$ cat src/rtl/aes_key_pkg.sv
// aes_key_pkg: shared constants and types for the AES-128 round-key store.
//   NUM_KEYS / KEY_W / ADDR_W : store geometry (slot addresses 1..NUM_KEYS)
//   rd_state_e                : replay FSM state encoding
//   DIR_ENC / DIR_DEC         : replay direction (ascending / descending)
//   byte_parity()             : even parity per byte, used when
//                               ROUND_KEY_STORE_PARITY_EN is defined
package aes_key_pkg;

  localparam int unsigned NUM_KEYS  = 11;
  localparam int unsigned KEY_W     = 128;
  localparam int unsigned ADDR_W    = 4;
  localparam int unsigned KEY_BYTES = KEY_W / 8;

  typedef logic [KEY_W-1:0]     key_t;
  typedef logic [ADDR_W-1:0]    addr_t;
  typedef logic [KEY_BYTES-1:0] kpar_t;

  typedef enum logic {
    IDLE = 1'b0,
    RUN  = 1'b1
  } rd_state_e;

  localparam logic DIR_ENC = 1'b0;
  localparam logic DIR_DEC = 1'b1;

  localparam addr_t FIRST_ROUND = addr_t'(1);
  localparam addr_t LAST_ROUND  = addr_t'(NUM_KEYS);

  // Round at which a replay in the given direction ends.
  function automatic addr_t end_round(input logic dir);
    return (dir == DIR_DEC) ? FIRST_ROUND : LAST_ROUND;
  endfunction

  function automatic kpar_t byte_parity(input key_t k);
    kpar_t p;
    p = '0;
    for (int unsigned b = 0; b < KEY_BYTES; b++) begin
      p[b] = ^k[b*8 +: 8];
    end
    return p;
  endfunction

endpackage

$ cat src/rtl/round_key_store_if.sv
// round_key_store_if: replay beat channel from the key store to the cipher.
//   rk_data  : round key (KEY_W)
//   rk_round : round index 1..NUM_KEYS of rk_data
//   rk_valid : beat valid
//   rk_ready : consumer accepts when rk_valid & rk_ready
//   rk_last  : final beat of a replay
// Modports: master = key store, slave = cipher datapath.
interface round_key_store_if;
  import aes_key_pkg::*;

  key_t  rk_data;
  addr_t rk_round;
  logic  rk_valid;
  logic  rk_ready;
  logic  rk_last;

  modport master (
    output rk_data, rk_round, rk_valid, rk_last,
    input  rk_ready
  );

  modport slave (
    input  rk_data, rk_round, rk_valid, rk_last,
    output rk_ready
  );
endinterface

$ cat src/rtl/round_key_ram.sv
// round_key_ram: NUM_KEYS x KEY_W register array, not reset.
//   clk      : write clock
//   we       : write enable
//   waddr    : write slot, 0-based
//   wdata    : write data
//   raddr    : read slot, 0-based (combinational read; out-of-range reads 0)
//   rdata    : read data
//   rpar_err : stored byte parity disagrees with rdata
//              (only with ROUND_KEY_STORE_PARITY_EN defined)
module round_key_ram
  import aes_key_pkg::*;
(
  input  logic  clk,
  input  logic  we,
  input  addr_t waddr,
  input  key_t  wdata,
  input  addr_t raddr,
`ifdef ROUND_KEY_STORE_PARITY_EN
  output logic  rpar_err,
`endif
  output key_t  rdata
);

  key_t slot_q [NUM_KEYS];
  logic in_range;

  assign in_range = (raddr < LAST_ROUND);

  always_ff @(posedge clk) begin
    if (we) slot_q[waddr] <= wdata;
  end

  assign rdata = in_range ? slot_q[raddr] : '0;

`ifdef ROUND_KEY_STORE_PARITY_EN
  kpar_t par_q [NUM_KEYS];

  always_ff @(posedge clk) begin
    if (we) par_q[waddr] <= byte_parity(wdata);
  end

  assign rpar_err = in_range && (|(byte_parity(rdata) ^ par_q[raddr]));
`endif

endmodule

$ cat src/rtl/round_key_store.sv
// round_key_store: captures the 11 AES-128 round keys from the expansion
// block and replays them to the cipher, ascending (encrypt) or descending
// (decrypt), one key per accepted beat.
//   clk, rst_n  : clock, asynchronous active-low reset
//   wr_key      : round key from the expansion block
//   wr_addr     : slot 1..NUM_KEYS to write; 0 or out of range = no write;
//                 1 restarts the load (clears completeness)
//   wr_loaded   : expansion-done level
//   store_ready : every slot written since the last restart and wr_loaded seen
//   rd_start    : replay request pulse, rd_dir sampled with it (0 asc, 1 desc)
//   rd_err      : pulse, replay request rejected (store not ready)
//   rd_abort    : pulse, replay cancelled by a restart
//   rk          : replay beat channel (master side)
//   rk_par_err  : beat failed its byte-parity check
// Optional feature macro: ROUND_KEY_STORE_PARITY_EN (adds parity + rk_par_err).
module round_key_store
  import aes_key_pkg::*;
(
  input  logic  clk,
  input  logic  rst_n,
  input  key_t  wr_key,
  input  addr_t wr_addr,
  input  logic  wr_loaded,
  output logic  store_ready,
  input  logic  rd_start,
  input  logic  rd_dir,
  output logic  rd_err,
  output logic  rd_abort,
`ifdef ROUND_KEY_STORE_PARITY_EN
  output logic  rk_par_err,
`endif
  round_key_store_if.master rk
);

  // ---------------- write side ----------------
  logic                wr_hit;
  logic                restart;
  addr_t               wr_slot;
  logic [NUM_KEYS-1:0] bitmap_q;
  logic                store_ready_q;

  assign wr_hit  = (wr_addr != '0) && (wr_addr <= LAST_ROUND);
  assign restart = (wr_addr == FIRST_ROUND);
  assign wr_slot = wr_addr - FIRST_ROUND;

  always_ff @(posedge clk or negedge rst_n) begin
    if (!rst_n) begin
      bitmap_q      <= '0;
      store_ready_q <= 1'b0;
    end else begin
      if (restart)     bitmap_q <= {{(NUM_KEYS-1){1'b0}}, 1'b1};
      else if (wr_hit) bitmap_q[wr_slot] <= 1'b1;

      if (restart)                       store_ready_q <= 1'b0;
      else if (&bitmap_q && wr_loaded)   store_ready_q <= 1'b1;
    end
  end

  assign store_ready = store_ready_q;

  // ---------------- key array ----------------
  addr_t rd_slot;
  key_t  rd_key;
`ifdef ROUND_KEY_STORE_PARITY_EN
  logic  rd_par_err;
`endif

  round_key_ram u_ram (
    .clk      (clk),
    .we       (wr_hit),
    .waddr    (wr_slot),
    .wdata    (wr_key),
    .raddr    (rd_slot),
`ifdef ROUND_KEY_STORE_PARITY_EN
    .rpar_err (rd_par_err),
`endif
    .rdata    (rd_key)
  );

  // ---------------- replay FSM ----------------
  rd_state_e state_q, state_n;
  logic      dir_q, dir_n;
  addr_t     round_q, round_n;
  logic      valid_q, valid_n;
  logic      last_q, last_n;
  logic      err_n, abort_n;
  logic      err_q, abort_q;
  logic      load;
  key_t      data_q;

  // The array is read at the index the beat register will hold next, so the
  // key is captured in the same edge as the index; a write to the slot being
  // presented therefore only shows at the next advance.
  assign rd_slot = round_n - FIRST_ROUND;

  always_comb begin
    state_n = state_q;
    dir_n   = dir_q;
    round_n = round_q;
    valid_n = valid_q;
    last_n  = last_q;
    err_n   = 1'b0;
    abort_n = 1'b0;
    load    = 1'b0;

    unique case (state_q)
      IDLE: begin
        if (rd_start) begin
          // a restart in the same cycle invalidates the store
          if (store_ready_q && !restart) begin
            state_n = RUN;
            dir_n   = rd_dir;
            round_n = (rd_dir == DIR_DEC) ? LAST_ROUND : FIRST_ROUND;
            valid_n = 1'b1;
            last_n  = (round_n == end_round(rd_dir));
            load    = 1'b1;
          end else begin
            err_n = 1'b1;
          end
        end
      end
      RUN: begin
        if (restart) begin
          state_n = IDLE;
          valid_n = 1'b0;
          last_n  = 1'b0;
          abort_n = 1'b1;
        end else if (valid_q && rk.rk_ready) begin
          if (last_q) begin
            state_n = IDLE;
            valid_n = 1'b0;
            last_n  = 1'b0;
          end else begin
            round_n = (dir_q == DIR_DEC) ? (round_q - FIRST_ROUND)
                                         : (round_q + FIRST_ROUND);
            last_n  = (round_n == end_round(dir_q));
            load    = 1'b1;
          end
        end
      end
      default: state_n = IDLE;
    endcase
  end

  always_ff @(posedge clk or negedge rst_n) begin
    if (!rst_n) begin
      state_q <= IDLE;
      dir_q   <= DIR_ENC;
      round_q <= '0;
      valid_q <= 1'b0;
      last_q  <= 1'b0;
      err_q   <= 1'b0;
      abort_q <= 1'b0;
      data_q  <= '0;
    end else begin
      state_q <= state_n;
      dir_q   <= dir_n;
      round_q <= round_n;
      valid_q <= valid_n;
      last_q  <= last_n;
      err_q   <= err_n;
      abort_q <= abort_n;
      if (load) data_q <= rd_key;
    end
  end

`ifdef ROUND_KEY_STORE_PARITY_EN
  logic par_err_q;

  always_ff @(posedge clk or negedge rst_n) begin
    if (!rst_n)        par_err_q <= 1'b0;
    else if (load)     par_err_q <= rd_par_err;
    else if (!valid_n) par_err_q <= 1'b0;
  end

  assign rk_par_err = par_err_q;
`endif

  assign rk.rk_data  = data_q;
  assign rk.rk_round = round_q;
  assign rk.rk_valid = valid_q;
  assign rk.rk_last  = last_q;
  assign rd_err      = err_q;
  assign rd_abort    = abort_q;

endmodule

$ cat src/flat_wrapper.sv
// flat-port wrapper written by rule: the top's interface ports become plain ports
module round_key_store_flat import aes_key_pkg::*;
  (clk, rst_n, wr_key, wr_addr, wr_loaded, store_ready, rd_start, rd_dir, rd_err, rd_abort, rk_rk_data, rk_rk_round, rk_rk_valid, rk_rk_last, rk_rk_ready);
  round_key_store_if rk_i ();
  input  logic clk;
  input  logic rst_n;
  input  key_t wr_key;
  input  addr_t wr_addr;
  input  logic wr_loaded;
  output logic store_ready;
  input  logic rd_start;
  input  logic rd_dir;
  output logic rd_err;
  output logic rd_abort;
  output wire logic [$bits(rk_i.rk_data)-1:0] rk_rk_data;
  output wire logic [$bits(rk_i.rk_round)-1:0] rk_rk_round;
  output wire logic [$bits(rk_i.rk_valid)-1:0] rk_rk_valid;
  output wire logic [$bits(rk_i.rk_last)-1:0] rk_rk_last;
  input wire logic [$bits(rk_i.rk_ready)-1:0] rk_rk_ready;
  assign rk_rk_data = rk_i.rk_data;
  assign rk_rk_round = rk_i.rk_round;
  assign rk_rk_valid = rk_i.rk_valid;
  assign rk_rk_last = rk_i.rk_last;
  assign rk_i.rk_ready = rk_rk_ready;
  round_key_store u_core (.clk(clk), .rst_n(rst_n), .wr_key(wr_key), .wr_addr(wr_addr), .wr_loaded(wr_loaded), .store_ready(store_ready), .rd_start(rd_start), .rd_dir(rd_dir), .rd_err(rd_err), .rd_abort(rd_abort), .rk(rk_i));
endmodule
$ cat config.mk
export PLATFORM = sky130hd
export DESIGN_NAME = round_key_store_flat
export DESIGN_NICKNAME = d
export VERILOG_FILES = /design/src/rtl/aes_key_pkg.sv /design/src/rtl/round_key_store_if.sv /design/src/rtl/round_key_ram.sv /design/src/rtl/round_key_store.sv /design/src/flat_wrapper.sv
export SDC_FILE = /design/constraint.sdc
export NUM_CORES = 2
export LEC_CHECK = 0
export CORE_ASPECT_RATIO = 0.6
export CORE_UTILIZATION = 55
export DETAILED_ROUTE_END_ITERATION = 10
export GPL_ROUTABILITY_DRIVEN = 0
export PLACE_DENSITY = 0.82
export SLEW_MARGIN = 20
export SYNTH_ARGS = -nofsm -noshare
export SYNTH_HDL_FRONTEND = slang
export SYNTH_SLANG_ARGS = --single-unit
$ cat constraint.sdc
create_clock -name clk -period 8.2 [get_ports clk]
set_input_delay 2.46 -clock clk [delete_from_list [all_inputs] [get_ports clk]]
set_output_delay 2.46 -clock clk [all_outputs]
set_load 0.02 [all_outputs]
==> metrics.md <==
| Metric | Value |
|---|---|
| Die Area | about 110000 µm² |
| # fillers | about 6800 |
| Asr flop ratio synth | under 10% |
| Routed Wire Length | 136 mm |
| Req. time, crit path | a little under 9000 ps |
| Max cap viols | 0 |
| Place WS | approximately 1200 ps |
| Avg Inst Size Synth | roughly 20 µm² |
| Synth Net Count | around 3100 |
| Post-synthesis cell count | around 3000 |
| Worst Setup End Kind | flop |
| Post-synthesis cell type count | 42 |
| Pwr dens | between 200 and 300 nW/µm² |
| Ports | roughly 280 |
| Critical path arrival | roughly 7000 ps |
| Final period utilization | around 75% |
| RSZ-0062 raised after global routing | no |
| Cell with the most instances after synthesis | edfxtp_1 |
| Largest fanout of any net on the critical path | 130 |
| Endpoints failing setup | 0 |
| Vias in the first global route | 31400 |
| Area of the multi-input gates | 12000 µm² |
| Final worst-path setup slack | slightly above 2000 ps |
| Initial Utilization | ~56% |
| EDFF count, synth | 1408 |
| Tot Pwr | a little under 0.02 W |
| Top-area cell type share of the netlist area | 71.8% |
| DP Area | 63300 µm² |
| Nets | 3429 |
| Setup Fix Bufs, Post-CTS | 0 |
| Die Width | between 400 and 500 µm |
| Critical Path Source Type | primary input |
| Core Box Area | between 100000 and 150000 µm² |
| Clk buf depth | 3 |
| Sequential cell area | roughly 46000 µm² |
| Wire per inst | approximately 28 µm |
| Detail Route Antenna Nets | 0 |
| Ranking of synthesized cells by area | edfxtp_1, mux4_2, dfrtp_1, a221o_1, mux2i_1 |
| Num rows | 92 |
| Initial DRC Count | 3519 |
| Final hold viol count | 0 |
| Leakage | between 20 and 25 nW |
| DP Wirelength | between 60 and 70 mm |
| Top_reg_cell synth | edfxtp_1 |
| Sequential share of the synthesized area | about four fifths |
| Setup Skew | around 21 ps |
| Finished Cell Area | slightly below 70000 µm² |
| Hold-fix buffers, CTS | 0 |
| DRC violations left | 0 |
| Outcome | finished clean |
| Area growth, synth to finish | 15.3% |
| Clk_lat worst skew | ~760 ps |
| Num CTS Buffers | 140 |
| Least-Margin Pin Slew | around 1200 ps |
| Port Buffers | 274 |
| Global-route usage over all layers | approximately a quarter |
| GRT overflow | 0 |
| Largest net degree at the start of global routing | roughly 130 |
| Initial antenna violation count | 19 |
| Peak VDD IR | approximately 0.26 mV |
| Tightest Hold Check Type | reg2reg |
| F_max | ~160 MHz |
| CTS H-Tree Depth | 4 |
| Layout cells sized above 1 | 15.7% |
| DR vias | 30700 |
| YS warnings | 0 |
| Mapped cell area | 58900 µm² |
| Vias per cell | approximately 6.4 |
| Yosys reg bits | roughly 1600 |
| Clk sinks | roughly 1600 |
| Setup slack, reg-to-reg | 4080 ps |
| Slew Limit Headroom | 22.1% |
| Slew Viols, Final | 0 |
| Critical path type | in2reg |
| Cts repair resizes | 0 |
| First-pass DRT Iterations | 6 |
| Crit path time final | just over 6000 ps |
| Cell taking the most area after synthesis | edfxtp_1 |
| Vert. Die Dim | 255 µm |
| Cell at the root of the clock tree | clkbuf_16 |
| First-pass GRT wire length | ~200 mm |
| Synth cell count leaders | edfxtp_1, nand2_1, mux4_2 |
| CTS tree | yes |
| Reg clk slew, reported paths | ~60 ps |
## flip-flops by register name, indices dropped and copies added, names as in the netlist
signal	flops
u_core.rd_err	1
u_core.rk.rk_valid	1
u_core.rk.rk_data	128
u_core.bitmap_q	11
u_core.rd_abort	1
u_core.rk.rk_last	1
u_core.state_q	1
u_core.rk.rk_round	4
u_core.dir_q	1
u_core.u_ram.slot_q	1408
u_core.store_ready	1
## worst paths after layout
| check | start | end | depth (start not counted) |
|---|---|---|---|
| setup / recovery | wr_addr[3] | u_core.rk.rk_data[61] | 12 |
| hold / removal | u_core.bitmap_q[0] | u_core.bitmap_q[0] | 1 |
| setup reg to reg | u_core.state_q | u_core.rk.rk_data[49] | 9 |
| hold reg to reg | u_core.bitmap_q[0] | u_core.bitmap_q[0] | 1 |
| max in group asynchronous | rst_n | u_core.rk.rk_data[80] | 2 |
| min in group asynchronous | rst_n | u_core.rk.rk_data[24] | 1 |
## cells in the final DEF, fill, tap and decap left out, drive strengths merged, types with 4 or more instances in the layout
cell type / Yosys / final
buf: 84 / 56
inv: 7 / 15
nand2: 269 / 269
o21ai: 5 / 5
mux4: 256 / 256
nor2: 152 / 152
clkdlybuf4s50: 0 / 273
a21oi: 5 / 5
clkbuf: 103 / 201
a221o: 129 / 129
mux2i: 128 / 128
nor3: 136 / 136
dfrtp: 150 / 150
nand2b: 6 / 6
diode: 0 / 12
edfxtp: 1408 / 1408
clkinvlp: 0 / 5
nand4: 4 / 4
clkinv: 1 / 37
bufinv: 0 / 9
a31oi: 129 / 129
## through the flow
| step | hold slack [ps] | TNS [ps] | cells | utilization [%] |
|---|---|---|---|---|
| floorplan | 435 | -223930 | 3002 | - |
| global route | 517 | 0 | 4822 | 64.3 |
| finish | 489 | 0 | 4825 | 64.3 |
| detailed placement | 467 | 0 | 4555 | 59.9 |
| global placement | 467 | 0 | 4555 | 59.9 |
| CTS | 489 | 0 | 4813 | 64.3 |
## logic make-up (layout without fill, tap and decap cells)
kind of cell	Yosys count	in the layout	share of synthesized area [%]
multiplexers	384	384	12.0
other	0	12	0
adder cells (fa/ha/maj)	4	4	0.0978
XOR/XNOR	6	6	0.113
buffers and inverters	195	596	1.76
AO/OA/AOI/OAI	275	275	3.78
flip-flops	1558	1558	78.2
AND/OR/NAND/NOR	580	580	4.11
## per-layer routing
metal,part of all wire [%],GRT usage [%]
met3,8.0,4.46
met2,50,40.7
met5,0.082,0
met1,40,34.9
met4,2.7,8.98
## report_power, final
group	total [W]	internal, W	switching (W)
combinational	0.00352	0.00160	0.00192
sequential	0.00926	0.00906	0.000200
clock	0.00653	0.00366	0.00288
## final cells by class
cell class	instances	share of cell area, %
sequential	1558	67.8
multi-input combinational	1249	17.6
clock buffer	200	5.78
timing repair buffer	330	5.11
tap	1410	2.60
clock inverter	58	0.955
inverter	8	0.0553
antenna	12	0.0442
## worst max-delay path, stage by stage
cell and delay, ps:
clkdlybuf4s50_1 620, or4b_4 740, clkinv_4 110, o21ai_1 90, o311a_4 290, inv_4 140, buf_12 630, nand2_1 150
xnor2_1 190, nor4_2 330, buf_4 680, a221o_1 270
No activity file was read; power rests on OpenSTA's default activity.
